**src/rtl/decode_if.sv**
```systemverilog
// Decode stage bus: instruction in, decoded fields out.
// The master drives the instruction; the slave (decode) drives the fields.
interface decode_if #(
    parameter int AWIDTH    = 5,
    parameter int IWIDTH    = 32,
    parameter int IMM_WIDTH = 16
);
    localparam int OPCODE_WIDTH = 6;
    localparam int FUNCT_WIDTH  = 6;

    logic                    d_i_ce;
    logic [IWIDTH-1:0]       d_i_instr;
    logic [OPCODE_WIDTH-1:0] d_o_opcode;
    logic [FUNCT_WIDTH-1:0]  d_o_funct;
    logic [AWIDTH-1:0]       d_o_addr_rs;
    logic [AWIDTH-1:0]       d_o_addr_rt;
    logic [AWIDTH-1:0]       d_o_addr_rd;
    logic [AWIDTH-1:0]       d_o_shamt;
    logic [IMM_WIDTH-1:0]    d_o_imm;
    logic [25:0]             d_o_jaddr;
    logic                    d_o_rtype;
    logic                    d_o_itype;
    logic                    d_o_jtype;
    logic [AWIDTH-1:0]       d_o_addr_wr;
    logic                    d_o_wr_reg;
    logic                    d_o_ce;

    modport master (
        output d_i_ce, d_i_instr,
        input  d_o_opcode, d_o_funct, d_o_addr_rs, d_o_addr_rt,
        input  d_o_addr_rd, d_o_shamt, d_o_imm, d_o_jaddr,
        input  d_o_rtype, d_o_itype, d_o_jtype,
        input  d_o_addr_wr, d_o_wr_reg, d_o_ce
    );

    modport slave (
        input  d_i_ce, d_i_instr,
        output d_o_opcode, d_o_funct, d_o_addr_rs, d_o_addr_rt,
        output d_o_addr_rd, d_o_shamt, d_o_imm, d_o_jaddr,
        output d_o_rtype, d_o_itype, d_o_jtype,
        output d_o_addr_wr, d_o_wr_reg, d_o_ce
    );
endinterface

```
**src/rtl/decode.sv**
```systemverilog
// MIPS instruction-decode stage: field split, R/I/J classification and
// destination register selection, all registered with one cycle latency.
module decode #(
    parameter int AWIDTH    = 5,
    parameter int DWIDTH    = 32,
    parameter int IWIDTH    = 32,
    parameter int IMM_WIDTH = 16
) (
    input logic      d_clk,
    input logic      d_rst,
    decode_if.slave  bus
);
    localparam int OPCODE_WIDTH = 6;
    localparam int FUNCT_WIDTH  = 6;

    localparam logic [OPCODE_WIDTH-1:0] OP_RTYPE = 6'h00;
    localparam logic [OPCODE_WIDTH-1:0] OP_J     = 6'h02;
    localparam logic [OPCODE_WIDTH-1:0] OP_JAL   = 6'h03;
    localparam logic [FUNCT_WIDTH-1:0]  FN_JR    = 6'h08;
    localparam logic [AWIDTH-1:0]       REG_RA   = AWIDTH'(31);

    // The field slicing below assumes the fixed 32-bit MIPS encoding and a
    // datapath at least as wide as an instruction.
    if (IWIDTH != 32 || DWIDTH < IWIDTH) begin : g_bad_width
        $error("decode: unsupported IWIDTH/DWIDTH");
    end

    logic [OPCODE_WIDTH-1:0] opcode;
    logic [FUNCT_WIDTH-1:0]  funct_raw;
    logic [AWIDTH-1:0]       rs;
    logic [AWIDTH-1:0]       rt;
    logic [AWIDTH-1:0]       rd_raw;
    logic [AWIDTH-1:0]       shamt_raw;
    logic [IMM_WIDTH-1:0]    imm_raw;
    logic [25:0]             jaddr_raw;

    assign opcode    = bus.d_i_instr[31:26];
    assign rs        = bus.d_i_instr[25:21];
    assign rt        = bus.d_i_instr[20:16];
    assign rd_raw    = bus.d_i_instr[15:11];
    assign shamt_raw = bus.d_i_instr[10:6];
    assign funct_raw = bus.d_i_instr[5:0];
    assign imm_raw   = bus.d_i_instr[15:0];
    assign jaddr_raw = bus.d_i_instr[25:0];

    logic                   is_r;
    logic                   is_j;
    logic                   is_i;
    logic                   is_alu_imm;
    logic                   is_load;
    logic [FUNCT_WIDTH-1:0] funct;
    logic [AWIDTH-1:0]      rd;
    logic [AWIDTH-1:0]      shamt;
    logic [IMM_WIDTH-1:0]   imm;
    logic [25:0]            jaddr;
    logic [AWIDTH-1:0]      dest;
    logic                   wr;

    // Classify the opcode and mask off fields that do not belong to its type.
    always_comb begin
        is_r       = (opcode == OP_RTYPE);
        is_j       = (opcode == OP_J) || (opcode == OP_JAL);
        is_i       = !is_r && !is_j;
        is_alu_imm = (opcode[5:3] == 3'b001);
        is_load    = (opcode[5:3] == 3'b100) && (opcode[2:0] <= 3'd5);
        funct      = is_r ? funct_raw : '0;
        rd         = is_r ? rd_raw : '0;
        shamt      = is_r ? shamt_raw : '0;
        imm        = is_i ? imm_raw : '0;
        jaddr      = is_j ? jaddr_raw : '0;
    end

    // Pick the write-back register; writes to $0 are never enabled.
    always_comb begin
        dest = '0;
        wr   = 1'b0;
        unique case (1'b1)
            is_r: begin
                dest = rd_raw;
                wr   = (funct_raw != FN_JR);
            end
            is_alu_imm, is_load: begin
                dest = rt;
                wr   = 1'b1;
            end
            (opcode == OP_JAL): begin
                dest = REG_RA;
                wr   = 1'b1;
            end
            default: begin
                dest = '0;
                wr   = 1'b0;
            end
        endcase
        if (dest == '0) begin
            wr = 1'b0;
        end
    end

    // Output registers: load on enable, hold otherwise, clear on reset.
    always_ff @(posedge d_clk or posedge d_rst) begin
        if (d_rst) begin
            bus.d_o_opcode  <= '0;
            bus.d_o_funct   <= '0;
            bus.d_o_addr_rs <= '0;
            bus.d_o_addr_rt <= '0;
            bus.d_o_addr_rd <= '0;
            bus.d_o_shamt   <= '0;
            bus.d_o_imm     <= '0;
            bus.d_o_jaddr   <= '0;
            bus.d_o_rtype   <= 1'b0;
            bus.d_o_itype   <= 1'b0;
            bus.d_o_jtype   <= 1'b0;
            bus.d_o_addr_wr <= '0;
            bus.d_o_wr_reg  <= 1'b0;
            bus.d_o_ce      <= 1'b0;
        end else begin
            bus.d_o_ce <= bus.d_i_ce;
            if (bus.d_i_ce) begin
                bus.d_o_opcode  <= opcode;
                bus.d_o_funct   <= funct;
                bus.d_o_addr_rs <= rs;
                bus.d_o_addr_rt <= rt;
                bus.d_o_addr_rd <= rd;
                bus.d_o_shamt   <= shamt;
                bus.d_o_imm     <= imm;
                bus.d_o_jaddr   <= jaddr;
                bus.d_o_rtype   <= is_r;
                bus.d_o_itype   <= is_i;
                bus.d_o_jtype   <= is_j;
                bus.d_o_addr_wr <= dest;
                bus.d_o_wr_reg  <= wr;
            end
        end
    end
endmodule

```
**src/flat_wrapper.sv**
```systemverilog
// flat-port wrapper written by rule: the top's interface ports become plain ports
module decode_flat 
#(
    parameter int AWIDTH    = 5,
    parameter int DWIDTH    = 32,
    parameter int IWIDTH    = 32,
    parameter int IMM_WIDTH = 16
)
  (d_clk, d_rst, bus_d_i_ce, bus_d_i_instr, bus_d_o_opcode, bus_d_o_funct, bus_d_o_addr_rs, bus_d_o_addr_rt, bus_d_o_addr_rd, bus_d_o_shamt, bus_d_o_imm, bus_d_o_jaddr, bus_d_o_rtype, bus_d_o_itype, bus_d_o_jtype, bus_d_o_addr_wr, bus_d_o_wr_reg, bus_d_o_ce);
  decode_if #(.AWIDTH(AWIDTH), .IWIDTH(IWIDTH), .IMM_WIDTH(IMM_WIDTH)) bus_i ();
  input logic d_clk;
  input logic d_rst;
  input wire logic [$bits(bus_i.d_i_ce)-1:0] bus_d_i_ce;
  input wire logic [$bits(bus_i.d_i_instr)-1:0] bus_d_i_instr;
  output wire logic [$bits(bus_i.d_o_opcode)-1:0] bus_d_o_opcode;
  output wire logic [$bits(bus_i.d_o_funct)-1:0] bus_d_o_funct;
  output wire logic [$bits(bus_i.d_o_addr_rs)-1:0] bus_d_o_addr_rs;
  output wire logic [$bits(bus_i.d_o_addr_rt)-1:0] bus_d_o_addr_rt;
  output wire logic [$bits(bus_i.d_o_addr_rd)-1:0] bus_d_o_addr_rd;
  output wire logic [$bits(bus_i.d_o_shamt)-1:0] bus_d_o_shamt;
  output wire logic [$bits(bus_i.d_o_imm)-1:0] bus_d_o_imm;
  output wire logic [$bits(bus_i.d_o_jaddr)-1:0] bus_d_o_jaddr;
  output wire logic [$bits(bus_i.d_o_rtype)-1:0] bus_d_o_rtype;
  output wire logic [$bits(bus_i.d_o_itype)-1:0] bus_d_o_itype;
  output wire logic [$bits(bus_i.d_o_jtype)-1:0] bus_d_o_jtype;
  output wire logic [$bits(bus_i.d_o_addr_wr)-1:0] bus_d_o_addr_wr;
  output wire logic [$bits(bus_i.d_o_wr_reg)-1:0] bus_d_o_wr_reg;
  output wire logic [$bits(bus_i.d_o_ce)-1:0] bus_d_o_ce;
  assign bus_i.d_i_ce = bus_d_i_ce;
  assign bus_i.d_i_instr = bus_d_i_instr;
  assign bus_d_o_opcode = bus_i.d_o_opcode;
  assign bus_d_o_funct = bus_i.d_o_funct;
  assign bus_d_o_addr_rs = bus_i.d_o_addr_rs;
  assign bus_d_o_addr_rt = bus_i.d_o_addr_rt;
  assign bus_d_o_addr_rd = bus_i.d_o_addr_rd;
  assign bus_d_o_shamt = bus_i.d_o_shamt;
  assign bus_d_o_imm = bus_i.d_o_imm;
  assign bus_d_o_jaddr = bus_i.d_o_jaddr;
  assign bus_d_o_rtype = bus_i.d_o_rtype;
  assign bus_d_o_itype = bus_i.d_o_itype;
  assign bus_d_o_jtype = bus_i.d_o_jtype;
  assign bus_d_o_addr_wr = bus_i.d_o_addr_wr;
  assign bus_d_o_wr_reg = bus_i.d_o_wr_reg;
  assign bus_d_o_ce = bus_i.d_o_ce;
  decode #(.AWIDTH(AWIDTH), .DWIDTH(DWIDTH), .IWIDTH(IWIDTH), .IMM_WIDTH(IMM_WIDTH)) u_core (.d_clk(d_clk), .d_rst(d_rst), .bus(bus_i));
endmodule
```
**config.mk**
```make
export PLATFORM = sky130hd
export DESIGN_NAME = decode_flat
export DESIGN_NICKNAME = d
export VERILOG_FILES = /design/src/rtl/decode_if.sv /design/src/rtl/decode.sv /design/src/flat_wrapper.sv
export SDC_FILE = /design/constraint.sdc
export NUM_CORES = 1
export LEC_CHECK = 0
export BUFFER_PORTS_ARGS = -buffer_cell sky130_fd_sc_hd__buf_2
export CORE_UTILIZATION = 44
export CTS_BUF_LIST = sky130_fd_sc_hd__clkbuf_16
export CTS_CLUSTER_SIZE = 12
export DETAILED_ROUTE_END_ITERATION = 10
export GPL_TIMING_DRIVEN = 0
export PLACE_DENSITY = 0.79
export REMOVE_ABC_BUFFERS = 1
export SYNTH_ARGS = -nofsm -noshare
export SYNTH_HDL_FRONTEND = slang
export SYNTH_SLANG_ARGS = --single-unit
```
**constraint.sdc**
```tcl
create_clock -name d_clk -period 2.44 [get_ports d_clk]
set_input_delay 0.244 -clock d_clk [delete_from_list [all_inputs] [get_ports d_clk]]
set_output_delay 0.244 -clock d_clk [all_outputs]
set_load 0.02 [all_outputs]
```
=== Word level (Yosys, flattened, before mapping) ===
Index checks and enable logic that the tools add are counted.

* Equal/unequal tests: 5
* Reduce and logical (&&, ||, !) cells: 9
* Multiplexer cells: 8
* $lt $le $gt $ge: 1

{| class="wikitable"
|+ Operators with widths
! kind !! number
|-
| 26-bit 2-to-1 mux || 1
|-
| 16-bit 2-to-1 mux || 1
|-
| 5-bit case mux with 3 select lines || 1
|-
| 6-bit by 2-bit equality test with 1-bit output, second input constant || 2
|-
| 5-bit 2-to-1 mux || 2
|-
| 6-bit logical NOT || 1
|-
| 6-bit 2-to-1 mux || 1
|-
| 6-bit by 4-bit inequality test with 1-bit output, second input constant || 1
|-
| 5-bit logical NOT || 1
|-
| 3-bit by 1-bit equality test with 1-bit output, second input constant || 1
|-
| 3-bit equality test, second input constant || 1
|-
| 3-bit <= comparator, second input constant || 1
|-
| 3-bit OR reduction || 1
|-
| 1-bit logical AND || 2
|-
| 1-bit logical NOT || 2
|-
| 1-bit case mux with 2 select lines || 1
|-
| 2-bit OR reduction || 1
|-
| 1-bit logical OR || 1
|-
| 1-bit 2-to-1 mux || 1
|}

* Input port bits: 35
* Bits in registers: 84
* Word-level logic and storage cells: 37
* Output and inout port bits: 84

=== Depth between registers and ports, before layout ===
Gate-level depths: netlist of the first run.

* Depth in word-level cells: 6
* Gate-level depth with buffers: 6
* Depth with buffers taken out: 4

=== Worst setup path before layout of the first run ===
No wires, ideal clock.

* Path kind: input to register
* Start point: input bus_d_i_instr[28]
* End point: register u_core.bus.d_o_imm[0]
* Slack: 858 ps
* Path buffers: 1
* Arrival: 1461 ps
* Stages on the path: 5
* Required time: 2319 ps
* Library setup time: 121 ps
* Cells stage by stage: or4_4 -> nor3_4 -> nor3_2 -> buf_6 -> a22o_1

* Cells in the longest elaborated chain, start to end: 5
* Elaborated cells between the ends (all ways): 8
* Those cells by class: eq/ne (2); mux (1); reduce/logical (5)

{| class="wikitable"
|+ RTL lines
! item !! line !! text
|-
| from (decl) || flat_wrapper.sv:14 || <nowiki>input wire logic [$bits(bus_i.d_i_instr)-1:0] bus_d_i_instr;</nowiki>
|-
| 6-bit by 2-bit equality test with 1-bit output || decode.sv:62 || <nowiki>is_j = (opcode == OP_J) || (opcode == OP_JAL);</nowiki>
|-
| 1-bit logical OR || decode.sv:62 ||
|-
| 1-bit logical NOT || decode.sv:63 || <nowiki>is_i = !is_r && !is_j;</nowiki>
|-
| 1-bit logical AND (*) || decode.sv:63 ||
|-
| 16-bit 2-to-1 mux (*) || decode.sv:69 || <nowiki>imm = is_i ? imm_raw : '0;</nowiki>
|-
| to (signal assigned) || decode.sv:126 || <nowiki>bus.d_o_imm <= imm;</nowiki>
|-
| to (decl) || decode_if.sv:39 || <nowiki>output d_o_addr_rd, d_o_shamt, d_o_imm, d_o_jaddr,</nowiki>
|}

Mark *: on every way between the ends. The rest lies on a longest branch, timed or not.
A chain may end at the register's enable or synchronous reset.

==> summary.md, run 1 <==
| Metric | Value |
|---|---|
| Biggest regs | `u_core.bus.d_o_jaddr: 26 flops, u_core.bus.d_o_imm: 16 flops` |
| Cells after DPL | `466` |
| Ys async rst share | `100%` |
| Pleak | `2.16 nW` |
| Highest Clock Rate | `503 MHz` |
| Die Height | `88.0 µm` |
| Mean post-synth cell area | `12.1 µm²` |
| Crit path from | `bus_d_i_ce` |
| Final setup viols | `0` |
| Max_cap viols | `0` |
| Clock Power Share | `37.9%` |
| Pwr per Cell Area | `722 nW/µm²` |
| Tcrit/Tclk final | `81.4%` |
| DP Area | `3940 µm²` |
| Global-route wire length before repair | `12200 µm` |
| Ys Warns | `0` |
| CTS tree | `done` |
| CTS sink count | `84` |
| CP peak stage delay | `0.65 ns` |
| Final Critical Period | `1.99 ns` |
| Final cell count without fillers | `481` |
| Layout area overhead | `29.2%` |
| Final instance area | `4200 µm²` |
| Critical path required time | `2.70 ns` |
| Most flops, register | `u_core.bus.d_o_jaddr` |
| CP delay by family, top | `buffers and inverters` |
| Tot GR Track Use | `21.1%` |
| Outcome | `finished clean` |
| Max-slew violations | `0` |
| Antenna cell count | `0` |
| Slowest CP cell | `nor3_4` |
| CP cell instances | `buf_4 > inv_2 > buf_12 > nor3_4 > a22o_1` |
| Syn Inst Count | `268` |
| Critical setup path kind | `primary input to flip-flop` |
| Final GP Congestion | `0.756` |
| Max reg flops | `26` |
| Drt drc | `0` |
| CTS max path bufs | `2` |
| CTS H-tree depth | `3` |
| Antenna-violating nets left | `0` |
| Net Sw Frac | `25.5%` |
| Gate power share | `12.7%` |
| Post-synth EDFFs | `0` |
| Post-CTS Setup Inserts | `0` |
| I/O Pins | `119` |
| Die ar. | `7740 µm²` |
| Critical path arrival | `2.24 ns` |
| DRT Wirelength | `7710 µm` |
| Critical-path maximum fanout | `53` |
| Most frequent cells in the layout | `buf_2 (117), dfrtp_1 (84), o2bb2ai_1 (38)` |
| Cell internal pwr | `2.26 mW` |
| Final net count | `417` |
| Layout cells sized above 1 | `37.9%` |
| Main synth FF type | `dfrtp_1` |
| DR vias | `2544` |
| Layout Skew | `0 ns` |
| Die width | `88.0 µm` |
| Starting density of the core | `46.6%` |
| NetSw | `774 µW` |
| GRT Residual Overflow | `0` |
| Initial antenna violation count | `0` |
| Final Hold Viols | `0` |
| Initial drt markers | `102` |
| Commonest non-fill, non-tap cell in the layout | `buf_2` |
| Buffering stage count on the worst path with inverters included | `3` |
| Worst Hold Class | `primary input to flip-flop` |
| Post-DR wirelength/cell | `16.0 µm` |
| Worst setup EP type | `flip-flop` |
| Avg Vias per Cell | `5.29` |
| Core box area | `6980 µm²` |
| Clock root buffer | `clkbuf_16` |
| Unrepaired setup endpoints after global routing | `false` |
| Mapped Area | `3250 µm²` |
| Vias in the first global route | `2382` |
| RR Startpoint | `u_core.bus.d_o_opcode[4]$_DFFE_PP0P_` |
| Post-synth cell types | `30` |
| Number of synthesized register bits | `84` |
| Area of the multi-input gates | `1030 µm²` |
| Port bufs | `118` |
| Sequential fraction of the synthesis area | `64.6%` |
| Largest net degree at the start of global routing | `54` |
| CTS buffer count | `9` |
| Total area of sequential cells | `2100 µm²` |
| Slew headroom | `31.8%` |
| Hold_sp | `bus_d_i_instr[10]` |
| Flop pwr share | `49.4%` |
| Worst vdd ir | `0.000380 V` |
| DRT Pass-1 Iters | `4` |
| CP Launch Type | `primary input` |
| Clock latency at the later pin of the worst-skew pair | `0.32 ns` |
| Slew @ Worst Pin | `1.02 ns` |
| Hpwl dp | `5290 µm` |
| Worst-path clk slew | `0.06 ns` |
| Cell Rows | `30` |
| Filler Cells Inserted | `605` |
-- kinds of logic after synthesis --
| family | count (synthesis) | synth area share, % |
|---|---|---|
| buffers and inverters | 31 | 3.85 |
| AO/OA/AOI/OAI | 86 | 20.2 |
| multiplexers | 8 | 2.77 |
| flip-flops | 84 | 64.6 |
| AND/OR/NAND/NOR | 59 | 8.62 |
-- layout make-up --
| cell class | instances | area share (%) |
|---|---|---|
| inverter | 13 | 1.22 |
| multi-input combinational | 153 | 24.6 |
| clock buffer | 9 | 5.36 |
| clock inverter | 5 | 0.506 |
| tap | 96 | 2.86 |
| sequential | 84 | 50.0 |
| timing repair buffer | 121 | 15.5 |
-- worst paths after layout --
check	end	slack [ns]	depth (start not counted)
setup reg to reg	u_core.bus.d_o_opcode[4]$_DFFE_PP0P_	1.68	1
setup / recovery	u_core.bus.d_o_imm[15]$_DFFE_PP0P_	0.45	5
max in group asynchronous	u_core.bus.d_o_addr_rt[0]$_DFFE_PP0P_	1.36	4
hold reg to reg	u_core.bus.d_o_itype$_DFFE_PP0P_	0.48	1
hold / removal	u_core.bus.d_o_imm[10]$_DFFE_PP0P_	0.15	2
min in group asynchronous	u_core.bus.d_o_imm[7]$_DFFE_PP0P_	0.49	3
-- power by group through the flow --
stage	logic, mW	registers [mW]	clock network (mW)
2_1_floorplan	0.125	1.61	0
3_3_place_gp	0.370	1.52	0
3_5_place_dp	0.389	1.52	0
4_1_cts	0.392	1.50	1.18
5_1_grt	0.423	1.51	1.23
6_report	0.385	1.50	1.15
-- cells in the mapped netlist, types with 2 or more instances --
cell,count,area share [%]
nor2_1,7,0.81
mux2_2,8,2.8
a21oi_1,7,1.1
clkbuf_1,15,1.7
nor4_1,4,0.77
a22o_1,16,4.3
and2_1,2,0.38
o21ai_0,14,2.2
nand2_1,37,4.3
o2bb2ai_1,38,10
nand2b_1,2,0.38
inv_1,13,1.5
a31oi_1,5,0.96
dfrtp_1,84,65
-- stage by stage --
stage / setup TNS, ns / total power [mW] / worst slack (ns) / hold WS, ns / utilization (%)
global route: 0 / 3.16 / 0.247 / 0.153 / 60.2
detailed placement: -11.27 / 1.91 / -0.669 / 0.295 / 56.4
CTS: 0 / 3.07 / 0.409 / 0.138 / 60.2
finish: 0 / 3.03 / 0.454 / 0.147 / 60.2
global placement: -107.22 / 1.89 / -1.33 / 0.457 / 55.7
floorplan: 0 / 1.73 / 0.0309 / 0.275 / -
-- metal layers --
layer | wire length [µm] | share of wire, % | track usage, % | vias to the layer above
met4 | 102 | 1.3 | 8.49 | 0
met3 | 469 | 6.1 | 3.96 | 10
met1 | 3520 | 46 | 28.8 | 1243
li1 | - | - | - | 1197
met5 | 0 | 0 | 0 | -
met2 | 3620 | 47 | 33.3 | 94
-- what timing repair did --
item	in CTS	in global routing
endpoints found under the hold margin	33	0
endpoints found under the setup margin	17	0
hold buffers	1	0
resized for setup	2	0
No activity file was read; power rests on OpenSTA's default activity.
==> run 2: changes to the inputs <==
CORE_UTILIZATION = 49   (was 44)
PLACE_DENSITY = 0.83   (was 0.79)
clock period = 1.95 ns   (was 2.44 ns; I/O delays follow)
==> run 2 against run 1 <==
Design area down 0.42%. Global-route usage up 2.3 points. Hold slack lost 0.047 ns. Setup slack got worse by 0.22 ns. First-iteration DRC count rose by 25%. Via count rose by 2.2%. Power is 27% higher. Clock-buffer cell count unchanged. Final cell count decreased by 3.5%.
==> summary.md, run 2 (synthesized netlist as in run 1, its figures left out) <==
| Metric | Value |
|---|---|
| Outcome | `finished clean` |
| I/O Pins | `119` |
| Final net count | `417` |
| Layout Skew | `0 ns` |
| DRT Wirelength | `7780 µm` |
| Initial drt markers | `128` |
| Critical-path maximum fanout | `53` |
| Util after Layout | `65.5%` |
| CTS tree | `done` |
| Die width | `83.5 µm` |
| Layout area overhead | `28.7%` |
| CP Launch Type | `primary input` |
| GRT Residual Overflow | `0` |
| Die Height | `83.5 µm` |
| Highest Clock Rate | `583 MHz` |
| Slew headroom | `30.3%` |
| Worst vdd ir | `0.000688 V` |
| Final Hold Viols | `0` |
| Critical path required time | `2.21 ns` |
| Final GP Congestion | `0.788` |
| Largest net degree at the start of global routing | `54` |
| Slew @ Worst Pin | `1.04 ns` |
| Total power | `3.84 mW` |
| Global-route wire length before repair | `12800 µm` |
| Worst-path clk slew | `0.06 ns` |
| CTS H-tree depth | `3` |
| Hpwl dp | `5280 µm` |
| CTS sink count | `84` |
| Hold Path Stages | `2` |
| Drt drc | `0` |
| Max reg flops | `26` |
| Cells after DPL | `447` |
| Worst Hold Class | `primary input to flip-flop` |
| Tcrit/Tclk final | `88.0%` |
| Cell Rows | `29` |
| Avg Vias per Cell | `5.60` |
| Post-DR wirelength/cell | `16.8 µm` |
| Die ar. | `6970 µm²` |
| Final cell count without fillers | `464` |
| Final instance area | `4190 µm²` |
| Most flops, register | `u_core.bus.d_o_jaddr` |
| CTS max path bufs | `2` |
| DP Area | `3910 µm²` |
| Final setup viols | `0` |
| Cells on worst reg2reg path | `1` |
| Worst setup EP type | `flip-flop` |
| Filler Cells Inserted | `516` |
| Clock latency at the later pin of the worst-skew pair | `0.32 ns` |
| Unrepaired setup endpoints after global routing | `false` |
| Port bufs | `118` |
| Core box area | `6390 µm²` |
| DR vias | `2600` |
| Tot GR Track Use | `23.3%` |
| Biggest regs | `u_core.bus.d_o_jaddr: 26 flops, u_core.bus.d_o_imm: 16 flops` |
| Antenna-violating nets left | `0` |
| Max-slew violations | `0` |
| Final Worst Setup Slack | `0.234 ns` |
| Pwr per Cell Area | `917 nW/µm²` |
| Initial antenna violation count | `0` |
| Antenna cell count | `0` |
| Worst slack, placed | `-0.860 ns` |
| Starting density of the core | `50.9%` |
| Max_cap viols | `0` |
| Clock root buffer | `clkbuf_16` |
| Commonest non-fill, non-tap cell in the layout | `buf_2` |
| CTS buffer count | `9` |
| Layout cells sized above 1 | `38.5%` |
| DRT Pass-1 Iters | `5` |
| Vias in the first global route | `2506` |
| Critical setup path kind | `primary input to flip-flop` |
| Pleak | `2.16 nW` |
| Post-CTS Setup Inserts | `0` |
| Critical path arrival | `1.97 ns` |
| Most frequent cells in the layout | `buf_2 (117), dfrtp_1 (84), o2bb2ai_1 (38)` |
| Final Critical Period | `1.72 ns` |
-- run 2: changes by cell type in the layout (fill, tap and decap cells not counted), sizes merged --
cell / previous run / this run
clkinvlp: 0 / 1
inv: 13 / 14
-- run 2: final timing paths --
| kind | slack (ns) | start | to |
|---|---|---|---|
| max | 0.23 | bus_d_i_ce | u_core.bus.d_o_imm[6]$_DFFE_PP0P_ |
| min | 0.10 | bus_d_i_instr[9] | u_core.bus.d_o_imm[9]$_DFFE_PP0P_ |
| max reg2reg | 1.19 | u_core.bus.d_o_rtype$_DFFE_PP0P_ | u_core.bus.d_o_rtype$_DFFE_PP0P_ |
| min reg2reg | 0.48 | u_core.bus.d_o_funct[0]$_DFFE_PP0P_ | u_core.bus.d_o_funct[0]$_DFFE_PP0P_ |
| max in group asynchronous | 0.88 | d_rst | u_core.bus.d_o_imm[4]$_DFFE_PP0P_ |
| min in group asynchronous | 0.47 | d_rst | u_core.bus.d_o_imm[14]$_DFFE_PP0P_ |
-- run 2: area by class of cell --
cell class	instances	area, µm²	share of cell area [%]
clock buffer	9	225	5.38
clock inverter	7	35.0	0.837
inverter	13	51.3	1.23
multi-input combinational	153	1030	24.7
sequential	84	2100	50.2
tap	77	96.3	2.30
timing repair buffer	121	643	15.4
-- run 2: per-layer routing --
metal	GRT usage, %	wire length [µm]	vias up
met3	5.34	438	8
met4	8.94	87	0
li1	-	-	1202
met5	0	0	-
met2	35.4	3720	101
met1	33.1	3530	1289
-- run 2: timing repair --
item                                    4_1_cts  5_1_grt
resized for setup                             2        0
hold buffers                                  1        0
endpoints found under the hold margin        42        0
endpoints found under the setup margin       17        0
-- run 2: through the flow --
step	TNS (ns)	hold slack, ns
detailed placement	-16.07	0.279
floorplan	-34.45	0.226
global placement	-168.23	0.424
CTS	0	0.0892
global route	0	0.0975
finish	0	0.100
-- run 2: report_power, final --
part / switching [mW] / internal [mW] / total, mW
clock network: 0.635 / 0.843 / 1.48
registers: 0.0465 / 1.83 / 1.88
logic: 0.318 / 0.166 / 0.484
total: 0.999 / 2.84 / 3.84
-- run 2: critical path, cell delays in order --
cell	delay, ns
buf_4	0.44
inv_2	0.34
nor3_4	0.73
a22o_1	0.24
==> run 3: changes to the inputs <==
ABC_AREA = 1   (was unset)
CORE_UTILIZATION = 50   (was 49)
GPL_TIMING_DRIVEN = unset   (was 0)
PLACE_DENSITY = 0.84   (was 0.83)
==> run 3 against run 2 <==
The flow now finishes with violations (design-rule violations). Non-clock buffer count is 5 higher. Sequential share of layout area decreased by 2.7 points. Critical path depth rose by 3. Design area grew 5.7%. Largest power group unchanged.
==> summary.md, run 3 <==
| Metric | Value |
|---|---|
| Die ar. | `7200 µm²` |
| Commonest non-fill, non-tap cell in the layout | `buf_2` |
| CTS buffer count | `9` |
| Most common cell in the netlist | `nand2_1` |
| I/O Pins | `119` |
| Biggest regs | `u_core.bus.d_o_jaddr: 26 flops, u_core.bus.d_o_imm: 16 flops` |
| Worst slack, placed | `0.434 ns` |
| Worst Hold Class | `primary input to flip-flop` |
| Worst vdd ir | `0.000513 V` |
| Slew headroom | `67.5%` |
| Outcome | `complete, but fails checks` |
| Final instance area | `4420 µm²` |
| Number of synthesized register bits | `84` |
| Clock latency at the later pin of the worst-skew pair | `0.33 ns` |
| Tot GR Track Use | `23.9%` |
| Critical path arrival | `1.39 ns` |
| Largest net degree at the start of global routing | `41` |
| Max-slew violations | `0` |
| Cells after DPL | `530` |
| Mapped Area | `3430 µm²` |
| Clock Power Share | `42.5%` |
| Ys Warns | `0` |
| Total area of sequential cells | `2100 µm²` |
| Avg Vias per Cell | `5.18` |
| Layout Skew | `0 ns` |
| Max_cap viols | `0` |
| Worst setup EP type | `flip-flop` |
| DR vias | `2831` |
| Die Height | `84.9 µm` |
| Post-synth EDFFs | `0` |
| Unrepaired setup endpoints after global routing | `false` |
| Vias in the first global route | `2756` |
| Die width | `84.9 µm` |
| Critical-path maximum fanout | `17` |
| Final setup viols | `0` |
| CTS sink count | `84` |
| Initial drt markers | `156` |
| Layout area overhead | `28.8%` |
| Pleak | `2.46 nW` |
| Layout cells sized above 1 | `39.7%` |
| Post-DR wirelength/cell | `14.4 µm` |
| Slew @ Worst Pin | `0.486 ns` |
| Cell Rows | `29` |
| Antenna-violating nets left | `0` |
| NetSw | `1.00 mW` |
| GRT Residual Overflow | `0` |
| Net Sw Frac | `24.5%` |
| Tcrit/Tclk final | `61.8%` |
| Dominant cell type by area after synthesis | `dfrtp_1` |
| Ys async rst share | `100%` |
| Failing checks | `design-rule violations` |
| Mean post-synth cell area | `9.98 µm²` |
| Gate power share | `11.7%` |
| Final Worst Setup Slack | `0.745 ns` |
| Max reg flops | `26` |
| Post-synth cell types | `23` |
| Hpwl dp | `5690 µm` |
| Starting density of the core | `52.8%` |
| Clock root buffer | `clkbuf_16` |
| Syn Inst Count | `344` |
| Synth area leaders | `dfrtp_1 (61%), nand2_1 (12%), o21ai_2 (7.9%)` |
| Critical path required time | `2.13 ns` |
| Drt drc | `10` |
| CTS max path bufs | `2` |
| Highest Clock Rate | `830 MHz` |
| CTS tree | `done` |
| DRT Pass-1 Iters | `8` |
| Final cell count without fillers | `546` |
| Post-CTS Setup Inserts | `0` |
| Final Critical Period | `1.21 ns` |
| Pwr per Cell Area | `924 nW/µm²` |
| Most flops, register | `u_core.bus.d_o_jaddr` |
| Share of the synthesized area in the top cell type | `61.2%` |
| Global-route wire length before repair | `13200 µm` |
| Antenna cell count | `0` |
| Cell internal pwr | `3.08 mW` |
| CTS H-tree depth | `3` |
| Area of the multi-input gates | `1100 µm²` |
| Worst-path clk slew | `0.06 ns` |
| Final net count | `500` |
| DRT Wirelength | `7870 µm` |
| Util after Layout | `68.1%` |
| Critical setup path kind | `primary input to flip-flop` |
| Sequential fraction of the synthesis area | `61.2%` |
| Filler Cells Inserted | `521` |
| Initial antenna violation count | `0` |
| Most frequent cells in the layout | `buf_2 (118), nand2_1 (112), dfrtp_1 (84)` |
| Port bufs | `118` |
| Main synth FF type | `dfrtp_1` |
| CP Launch Type | `primary input` |
| DP Area | `4110 µm²` |
| Synth cell count leaders | `nand2_1 (112), dfrtp_1 (84), o21ai_2 (31)` |
| Flop pwr share | `45.8%` |
| Core box area | `6490 µm²` |
| Final Hold Viols | `0` |
| Final GP Congestion | `0.821` |
run 3: changes by cell type in the layout (fill, tap and decap cells not counted), moves of 7 or more:
cell | before | now
a22o_1 | 16 | 0
nand2_2 | 0 | 7
o21ai_0 | 14 | 24
nand2_1 | 37 | 112
inv_1 | 12 | 29
o21ai_1 | 1 | 15
mux2_2 | 8 | 0
o2bb2ai_1 | 38 | 0
o21ai_2 | 0 | 31
run 3: final timing paths:
kind	startpoint	to	slack, ns	cells after the start
worst max-delay path	bus_d_i_instr[26]	u_core.bus.d_o_imm[9]$_DFFE_PP0P_	0.74	7
worst min-delay path	bus_d_i_instr[22]	u_core.bus.d_o_addr_rs[1]$_DFFE_PP0P_	0.11	3
worst max register to register	u_core.bus.d_o_imm[11]$_DFFE_PP0P_	u_core.bus.d_o_imm[11]$_DFFE_PP0P_	1.25	2
worst min register to register	u_core.bus.d_o_addr_rs[3]$_DFFE_PP0P_	u_core.bus.d_o_addr_rs[3]$_DFFE_PP0P_	0.47	2
max in group asynchronous	d_rst	u_core.bus.d_o_wr_reg$_DFFE_PP0P_	1.07	4
min in group asynchronous	d_rst	u_core.bus.d_o_jaddr[25]$_DFFE_PP0P_	0.36	3
run 3: cells by family after synthesis:
family	share of synthesized area (%)
flops	61.2
buf+inv	6.82
simple gates	17.6
compound gates	14.4
run 3: area by class of cell:
cell class | count | area share (%)
Multi-Input combinational cell | 213 | 24.8
Sequential cell | 84 | 47.5
Clock buffer | 9 | 5.09
Inverter | 31 | 2.66
Tap cell | 77 | 2.18
Timing Repair Buffer | 126 | 15.9
Clock inverter | 6 | 1.84
run 3: per-stage QoR:
stage	power (mW)	setup TNS [ns]	hold slack [ns]
global placement	2.36	0	0.155
CTS	4.13	0	0.0991
finish	4.08	0	0.109
detailed placement	2.38	0	0.160
global route	4.23	0	0.116
floorplan	2.17	-34.45	0.226
run 3: layer usage:
metal  up-vias  routed length (µm)  GRT usage [%]
met4         0                 132           9.86
met3        13                 412           5.93
met5         -                   0              0
li1       1342                   -              -
met2        95                3720           38.3
met1      1381                3600           31.5
run 3: critical path, stage by stage:
cell and delay (ns):
buf_2 0.12, nor2_1 0.21, nand3_2 0.14, inv_2 0.13, nor2_2 0.05, nand2_2 0.36
o21ai_0 0.17
run 3: power groups by stage:
stage / clock, mW / combinational [mW] / sequential (mW)
floorplan: 0 / 0.170 / 2.00
global placement: 0 / 0.466 / 1.90
detailed placement: 0 / 0.480 / 1.90
CTS: 1.77 / 0.483 / 1.87
global route: 1.82 / 0.527 / 1.88
finish: 1.74 / 0.477 / 1.87
run 3: timing repair:
action / in CTS / in global routing
hold buffers: 1 / 0
resized for setup: 0 / 0
endpoints found under the hold margin: 15 / 0
